### config.mk
export PLATFORM = sky130hd
export DESIGN_NAME = sync_fifo_flags
export DESIGN_NICKNAME = d
export VERILOG_FILES = /design/src/rtl/sync_fifo_flags.sv
export SDC_FILE = /design/constraint.sdc
export NUM_CORES = 1
export LEC_CHECK = 0
export ABC_AREA = 1
export CAP_MARGIN = 20
export CORE_UTILIZATION = 58
export DETAILED_ROUTE_END_ITERATION = 12
export HOLD_SLACK_MARGIN = 0.05
export MAX_ROUTING_LAYER = met4
export PLACE_DENSITY = 0.88
export SLEW_MARGIN = 20
export SYNTH_ARGS = -nofsm -noshare
export SYNTH_HDL_FRONTEND = slang
export SYNTH_SLANG_ARGS = --single-unit
export TNS_END_PERCENT = 10
### constraint.sdc
create_clock -name clk -period 2.7 [get_ports clk]
set_input_delay 0.27 -clock clk [delete_from_list [all_inputs] [get_ports clk]]
set_output_delay 0.27 -clock clk [all_outputs]
set_load 0.02 [all_outputs]
### src/rtl/sync_fifo_flags.sv
// rtl/sync_fifo_flags.sv - single-clock FIFO with occupancy count, threshold flags and error pulses
// Registered status flags derived from next count; optional first-word-fall-through read port.
module sync_fifo_flags #(
  parameter int DATA_WIDTH = 8,
  parameter int ADDR_WIDTH = 4,
  parameter int AF_LEVEL   = (2 ** ADDR_WIDTH) - 2,
  parameter int AE_LEVEL   = 2,
  parameter bit FWFT       = 1'b0
) (
  input  logic                  clk,
  input  logic                  rst,
  input  logic                  wr_cs,
  input  logic                  wr_en,
  input  logic [DATA_WIDTH-1:0] data_in,
  input  logic                  rd_cs,
  input  logic                  rd_en,
  output logic [DATA_WIDTH-1:0] data_out,
  output logic                  full,
  output logic                  empty,
  output logic                  almost_full,
  output logic                  almost_empty,
  output logic [ADDR_WIDTH:0]   count,
  output logic                  overflow,
  output logic                  underflow
);

  localparam int DEPTH = 2 ** ADDR_WIDTH;
  localparam logic [ADDR_WIDTH:0]   DEPTH_C = (ADDR_WIDTH + 1)'(DEPTH);
  localparam logic [ADDR_WIDTH:0]   AF_C    = (ADDR_WIDTH + 1)'(AF_LEVEL);
  localparam logic [ADDR_WIDTH:0]   AE_C    = (ADDR_WIDTH + 1)'(AE_LEVEL);
  localparam logic [ADDR_WIDTH:0]   CNT_ONE = (ADDR_WIDTH + 1)'(1);
  localparam logic [ADDR_WIDTH-1:0] PTR_ONE = ADDR_WIDTH'(1);

  logic [DATA_WIDTH-1:0] mem [DEPTH];
  logic [ADDR_WIDTH-1:0] wr_ptr;
  logic [ADDR_WIDTH-1:0] rd_ptr;
  logic [ADDR_WIDTH:0]   count_next;
  logic                  wr_req;
  logic                  rd_req;
  logic                  wr_ok;
  logic                  rd_ok;

  // Acceptance uses the registered flags, so a same-cycle read never frees room for a write.
  always_comb begin
    wr_req     = wr_cs & wr_en;
    rd_req     = rd_cs & rd_en;
    wr_ok      = wr_req & ~full;
    rd_ok      = rd_req & ~empty;
    count_next = count;
    if (wr_ok && !rd_ok) begin
      count_next = count + CNT_ONE;
    end else if (rd_ok && !wr_ok) begin
      count_next = count - CNT_ONE;
    end
  end

  always_ff @(posedge clk or posedge rst) begin
    if (rst) begin
      wr_ptr       <= '0;
      rd_ptr       <= '0;
      count        <= '0;
      full         <= 1'b0;
      empty        <= 1'b1;
      almost_full  <= 1'b0;
      almost_empty <= 1'b1;
      overflow     <= 1'b0;
      underflow    <= 1'b0;
    end else begin
      if (wr_ok) begin
        wr_ptr <= wr_ptr + PTR_ONE;
      end
      if (rd_ok) begin
        rd_ptr <= rd_ptr + PTR_ONE;
      end
      count        <= count_next;
      full         <= (count_next == DEPTH_C);
      empty        <= (count_next == '0);
      almost_full  <= (count_next >= AF_C);
      almost_empty <= (count_next <= AE_C);
      overflow     <= wr_req & full;
      underflow    <= rd_req & empty;
    end
  end

  // Storage is intentionally not reset; the pointers define what is valid.
  always_ff @(posedge clk) begin
    if (wr_ok && !rst) begin
      mem[wr_ptr] <= data_in;
    end
  end

  if (FWFT) begin : g_fwft
    assign data_out = mem[rd_ptr];
  end else begin : g_std
    always_ff @(posedge clk or posedge rst) begin
      if (rst) begin
        data_out <= '0;
      end else if (rd_ok) begin
        data_out <= mem[rd_ptr];
      end
    end
  end

endmodule

After elaboration in Yosys (flattened, before gate mapping)
Memory sizes are Yosys's and may differ from the RTL's. A register that Yosys moved wholly into a read port is not among the register bits.
Cells that the tools add are included.
{"block": "op_classes", "magnitude_cmp": 2, "n_addsub": 4, "muxes": 4, "bitwise_logic": 8, "n_eq_ne": 1, "reduce_logical": 7}
{"operator": "$mux W5", "count": 2}
{"operator": "$add A4 B1 Y4 const B", "count": 2}
{"operator": "$and A1 B1 Y1", "count": 6}
{"operator": "$add A5 B1 Y5 const B", "count": 1}
{"operator": "$eq A5 B5 Y1 const B", "count": 1}
{"operator": "$ge A5 B4 Y1 const B", "count": 1}
{"operator": "$le A5 B2 Y1 const B", "count": 1}
{"operator": "$logic_not A5 Y1", "count": 1}
{"operator": "$sub A5 B1 Y5 const B", "count": 1}
{"operator": "$logic_and A1 B1 Y1", "count": 3}
{"operator": "$logic_not A1 Y1", "count": 3}
{"operator": "$mux W1", "count": 2}
{"operator": "$not A1 Y1", "count": 2}
{"block": "word_totals", "output_inout_bits": 19, "ram_bits": 128, "regBits": 19, "memories": 1}
{"memory": "mem", "depth": 16, "word_bits": 8, "read_ports": 1, "rd_ports_with_merged_regs": 1, "wr": 1, "line_no": "34", "rtl": "logic [DATA_WIDTH-1:0] mem [DEPTH];"}

Depth between registers and ports, before layout
{"block": "logic_depth", "depth_word": 7, "ltp_mapped": 11, "mapped_depth_nobuf": 10}

Worst setup path after synthesis
OpenSTA, ideal clock, no wires.
{"block": "synth_path", "path_kind": "reg2reg", "start": "register full", "end": "memory mem[12][0], enable pin", "arrival_ps": 1858, "setup_slack_ps": 447, "path_stages_with_launch": 6, "path_cell_list": "dfrtp_1 > inv_2 > nand3_2 > nor2_1 > inv_1 > nor4_1"}
{"block": "synth_between", "elab_chain_cells": 5}
{"element": "from (decl)", "line_no": "18", "rtl": "output logic full,"}
{"element": "from (signal assigned)", "line_no": "76", "rtl": "full <= (count_next == DEPTH_C);"}
{"element": "$not A1 Y1", "line_no": "47", "rtl": "wr_ok = wr_req & ~full;"}
{"element": "$and A1 B1 Y1", "line_no": "47"}
{"element": "$logic_and A1 B1 Y1", "line_no": "87", "rtl": "if (wr_ok && !rst) begin"}
{"element": "$mux W1", "line_no": "87"}
{"element": "$mux W1 (not written as such)", "line_no": "88", "rtl": "mem[wr_ptr] <= data_in;"}
{"element": "to (decl)", "line_no": "34"}
No other way between the ends.

Worst setup path in the final report
{"block": "layout_path", "start": "register full", "end": "memory mem[6][7], enable pin"}
Same word-level chain as after synthesis.

==> impl_metrics.xml <==
<?xml version="1.0" encoding="UTF-8"?>
<metrics>
  <group name="outcome">
    <metric name="status" unit="">finished, final reports clean</metric>
  </group>
  <group name="sta">
    <metric name="grt_setup_unrepaired" unit="">no</metric>
    <metric name="final.period_utilization" unit="%">78.5</metric>
    <metric name="hold-worst-slack" unit="ns">0.276</metric>
    <metric name="setup_viol_count_final" unit="">0</metric>
    <metric name="final_max_slew_viol_count" unit="">0</metric>
    <metric name="timing.final.crit_period" unit="ns">2.12</metric>
    <metric name="worst_slew_pin_slew" unit="ns">0.913</metric>
    <metric name="fin_worst_skew" unit="ns">0.0108</metric>
    <metric name="final.setup.tns" unit="ns">0</metric>
    <metric name="worst_slew_margin_rel" unit="%">38.9</metric>
    <metric name="max_clock_freq" unit="GHz">0.472</metric>
    <metric name="timing_hold_violations_final" unit="">0</metric>
  </group>
  <group name="clock_network">
    <metric name="clock_latency" unit="ns">0.42</metric>
    <metric name="cts_setup_buffers" unit="">0</metric>
    <metric name="clk_root_buffer_cell" unit="">sky130_fd_sc_hd__clkbuf_16</metric>
    <metric name="cts_bufs_inserted" unit="">17</metric>
    <metric name="cts.clk_slew.worst_paths" unit="ns">0.07</metric>
    <metric name="clockBufferDepth" unit="">2</metric>
    <metric name="h_tree_depth" unit="">4</metric>
    <metric name="cts.sinks" unit="">155</metric>
    <metric name="clock_tree_from_tritoncts" unit="">yes</metric>
    <metric name="cts.repair.resized" unit="">0</metric>
    <metric name="cts_hold_repair.buffers" unit="">0</metric>
  </group>
  <group name="yosys">
    <metric name="syn_area" unit="um^2">6570</metric>
    <metric name="syn_avg_cell_area" unit="um^2">11.5</metric>
    <metric name="synth_cell_types" unit="">32</metric>
    <metric name="mappedNetlistNets" unit="">591</metric>
    <metric name="synth.most_common_cell" unit="">sky130_fd_sc_hd__nand2_1</metric>
    <metric name="synth_ff_type" unit="">sky130_fd_sc_hd__edfxtp_1</metric>
    <metric name="synth_top_cells_by_count" unit="">154 x sky130_fd_sc_hd__nand2_1, 128 x sky130_fd_sc_hd__edfxtp_1, 66 x sky130_fd_sc_hd__nand3_1</metric>
    <metric name="synth_largest_type_area_fraction" unit="%">58.5</metric>
    <metric name="asyncSetResetFlopFracSynth" unit="%">17.4</metric>
    <metric name="post-synth-top-area-cell" unit="">sky130_fd_sc_hd__edfxtp_1</metric>
    <metric name="number_of_instances_in_the_synthesized_netlist" unit="">570</metric>
    <metric name="ys_seq_elements" unit="">155</metric>
    <metric name="synth.yosys.seq_area_share" unit="%">68.8</metric>
    <metric name="yosys_warning_count" unit="">0</metric>
    <metric name="synth_enable_flop_cells" unit="">128</metric>
    <metric name="post_synth_main_area_contributors" unit="">sky130_fd_sc_hd__edfxtp_1 58%, sky130_fd_sc_hd__dfrtp_1 9.5%, sky130_fd_sc_hd__nand2_1 8.8%</metric>
  </group>
  <group name="global_route">
    <metric name="globalRoute.totalOverflow" unit="">0</metric>
    <metric name="track_usage" unit="%">30.9</metric>
    <metric name="grt_antenna_before_repair" unit="">0</metric>
    <metric name="first_global_vias" unit="">4663</metric>
    <metric name="largest_net_degree_at_the_start_of_global_routing" unit="">40</metric>
    <metric name="grt_first_pass_wirelength" unit="mm">25.3</metric>
  </group>
  <group name="die">
    <metric name="die-width" unit="um">108</metric>
    <metric name="placeableCoreArea" unit="um^2">10900</metric>
    <metric name="die_area" unit="um^2">11800</metric>
    <metric name="floorplan.rows" unit="">38</metric>
    <metric name="ioPinCount" unit="">33</metric>
    <metric name="start_util" unit="%">60.1</metric>
    <metric name="chipHeight" unit="um">108</metric>
  </group>
  <group name="finish">
    <metric name="final_layout_size_suffix_gt1_share" unit="%">12.7</metric>
    <metric name="final_cell_count_no_fill" unit="">764</metric>
    <metric name="post-route-cell-area" unit="um^2">7610</metric>
    <metric name="antenna_cells_inserted" unit="">0</metric>
    <metric name="area_growth_syn_to_layout" unit="%">15.7</metric>
    <metric name="fin_nets" unit="">632</metric>
  </group>
  <group name="power">
    <metric name="max-vdd-ir-drop" unit="mV">0.648</metric>
    <metric name="power.total" unit="W">0.00803</metric>
    <metric name="power.leakage" unit="nW">2.90</metric>
    <metric name="power.density" unit="nW/um^2">1060</metric>
  </group>
  <group name="routing">
    <metric name="detail_route.wirelength" unit="mm">16.2</metric>
    <metric name="via_count" unit="">4726</metric>
    <metric name="drtAntennaViolNets" unit="">0</metric>
    <metric name="initialDrtViolationCount" unit="">507</metric>
    <metric name="routedWlPerCell" unit="um">21.2</metric>
    <metric name="drc" unit="">0</metric>
    <metric name="drt_pass1_iterations" unit="">6</metric>
    <metric name="via_per_inst" unit="">6.19</metric>
  </group>
  <group name="worst_setup_path">
    <metric name="cp.arrival" unit="ns">2.17</metric>
    <metric name="critPathMaxFanout" unit="">8</metric>
    <metric name="critPathCaptureType" unit="">flip-flop</metric>
    <metric name="required" unit="ns">2.75</metric>
    <metric name="worst-setup-path-type" unit="">reg2reg</metric>
    <metric name="startpoint_type" unit="">flip-flop</metric>
  </group>
  <group name="place">
    <metric name="placement.cell_area" unit="um^2">7060</metric>
    <metric name="place_hpwl" unit="mm">10.3</metric>
    <metric name="numPortBuffers" unit="">32</metric>
    <metric name="rd_place_congestion" unit="">1.02</metric>
    <metric name="dpl_cells" unit="">732</metric>
  </group>
  <group name="worst_hold_path">
    <metric name="worstHoldPathType" unit="">in2async</metric>
  </group>
  <group name="job">
    <metric name="cap_violations" unit="">0</metric>
  </group>
</metrics>
[critical path, cell delays in order (launching register included)]
cell and delay [ns]:
sky130_fd_sc_hd__dfrtp_1 0.46, sky130_fd_sc_hd__inv_2 0.10, sky130_fd_sc_hd__nand3_2 0.14, sky130_fd_sc_hd__nor2_1 0.26
sky130_fd_sc_hd__nand3_1 0.22, sky130_fd_sc_hd__nor2_1 0.58
[flip-flops by register name, summed over array words and instances (netlist names), 4 cells and up]
register	flops
mem	128
data_out	8
count	5
rd_ptr	4
wr_ptr	4
[area by class of cell]
class / count / area [um^2]
tap: 140 / 175
fill: 730 / 3330
multi-input combinational: 360 / 1810
timing repair buffer: 48 / 440
inverter: 29 / 110
clock buffer: 17 / 425
clock inverter: 15 / 128
sequential: 155 / 4520
[through the flow]
step	worst slack, ns	util (%)
5_1_grt	0.399	69.6
3_3_place_gp	0.423	64.5
3_5_place_dp	0.345	64.5
2_1_floorplan	0.447	-
4_1_cts	0.591	69.6
6_report	0.581	69.6
[cells in the final DEF (no fill, tap or decap), drive strengths merged, types with 5 or more instances in the layout]
cell             n
nand2          165
edfxtp         128
nand3           69
nor2            43
clkdlybuf4s50   32
inv             29
dfrtp           25
a21oi           23
o21ai           18
clkbuf          17
buf             16
clkinv          13
xor2             8
ha               7
nor3             5
o22ai            5
a21boi           5
o211ai           5
[cells by family after synthesis]
logic type / Yosys count / share of synthesized area (%)
buffers and inverters: 55 / 3.73
adder cells (fa/ha/maj): 7 / 1.33
flip-flops: 155 / 68.8
AO/OA/AOI/OAI: 56 / 4.74
XOR/XNOR: 9 / 1.20
AND/OR/NAND/NOR: 287 / 19.9
multiplexers: 1 / 0.343
[routing by layer]
metal | part of all wire (%) | global-route usage (%) | up-vias
met1 | 38 | 38.5 | 2238
met2 | 47 | 46.2 | 340
met4 | 5.5 | 16.3 | 0
met3 | 9.8 | 8.44 | 101
met5 | 0 | - | -
li1 | - | - | 2047
[power breakdown]
group / switching [W] / internal, W / total, W / leakage, nW
sequential: 0.000335 / 0.00282 / 0.00315 / 1.47
combinational: 0.00178 / 0.000889 / 0.00266 / 1.15
clock: 0.000947 / 0.00126 / 0.00221 / 0.274
[path summary, 6_finish.rpt]
path,startpoint,cells after the start,end,slack (ns)
min reg2reg,data_out[7]$_DFFE_PP0P_,2,data_out[7]$_DFFE_PP0P_,0.52
max reg2reg,full$_DFF_PP0_,5,mem[6][7]$_DFFE_PP_,0.58
max,full$_DFF_PP0_,5,mem[6][7]$_DFFE_PP_,0.58
min in group clk,data_out[7]$_DFFE_PP0P_,2,data_out[7]$_DFFE_PP0P_,0.52
min,rst,2,wr_ptr[2]$_DFFE_PP0N_,0.28
max in group asynchronous,rst,3,empty$_DFF_PP1_,1.73
Power figures use the tool's default switching activity.
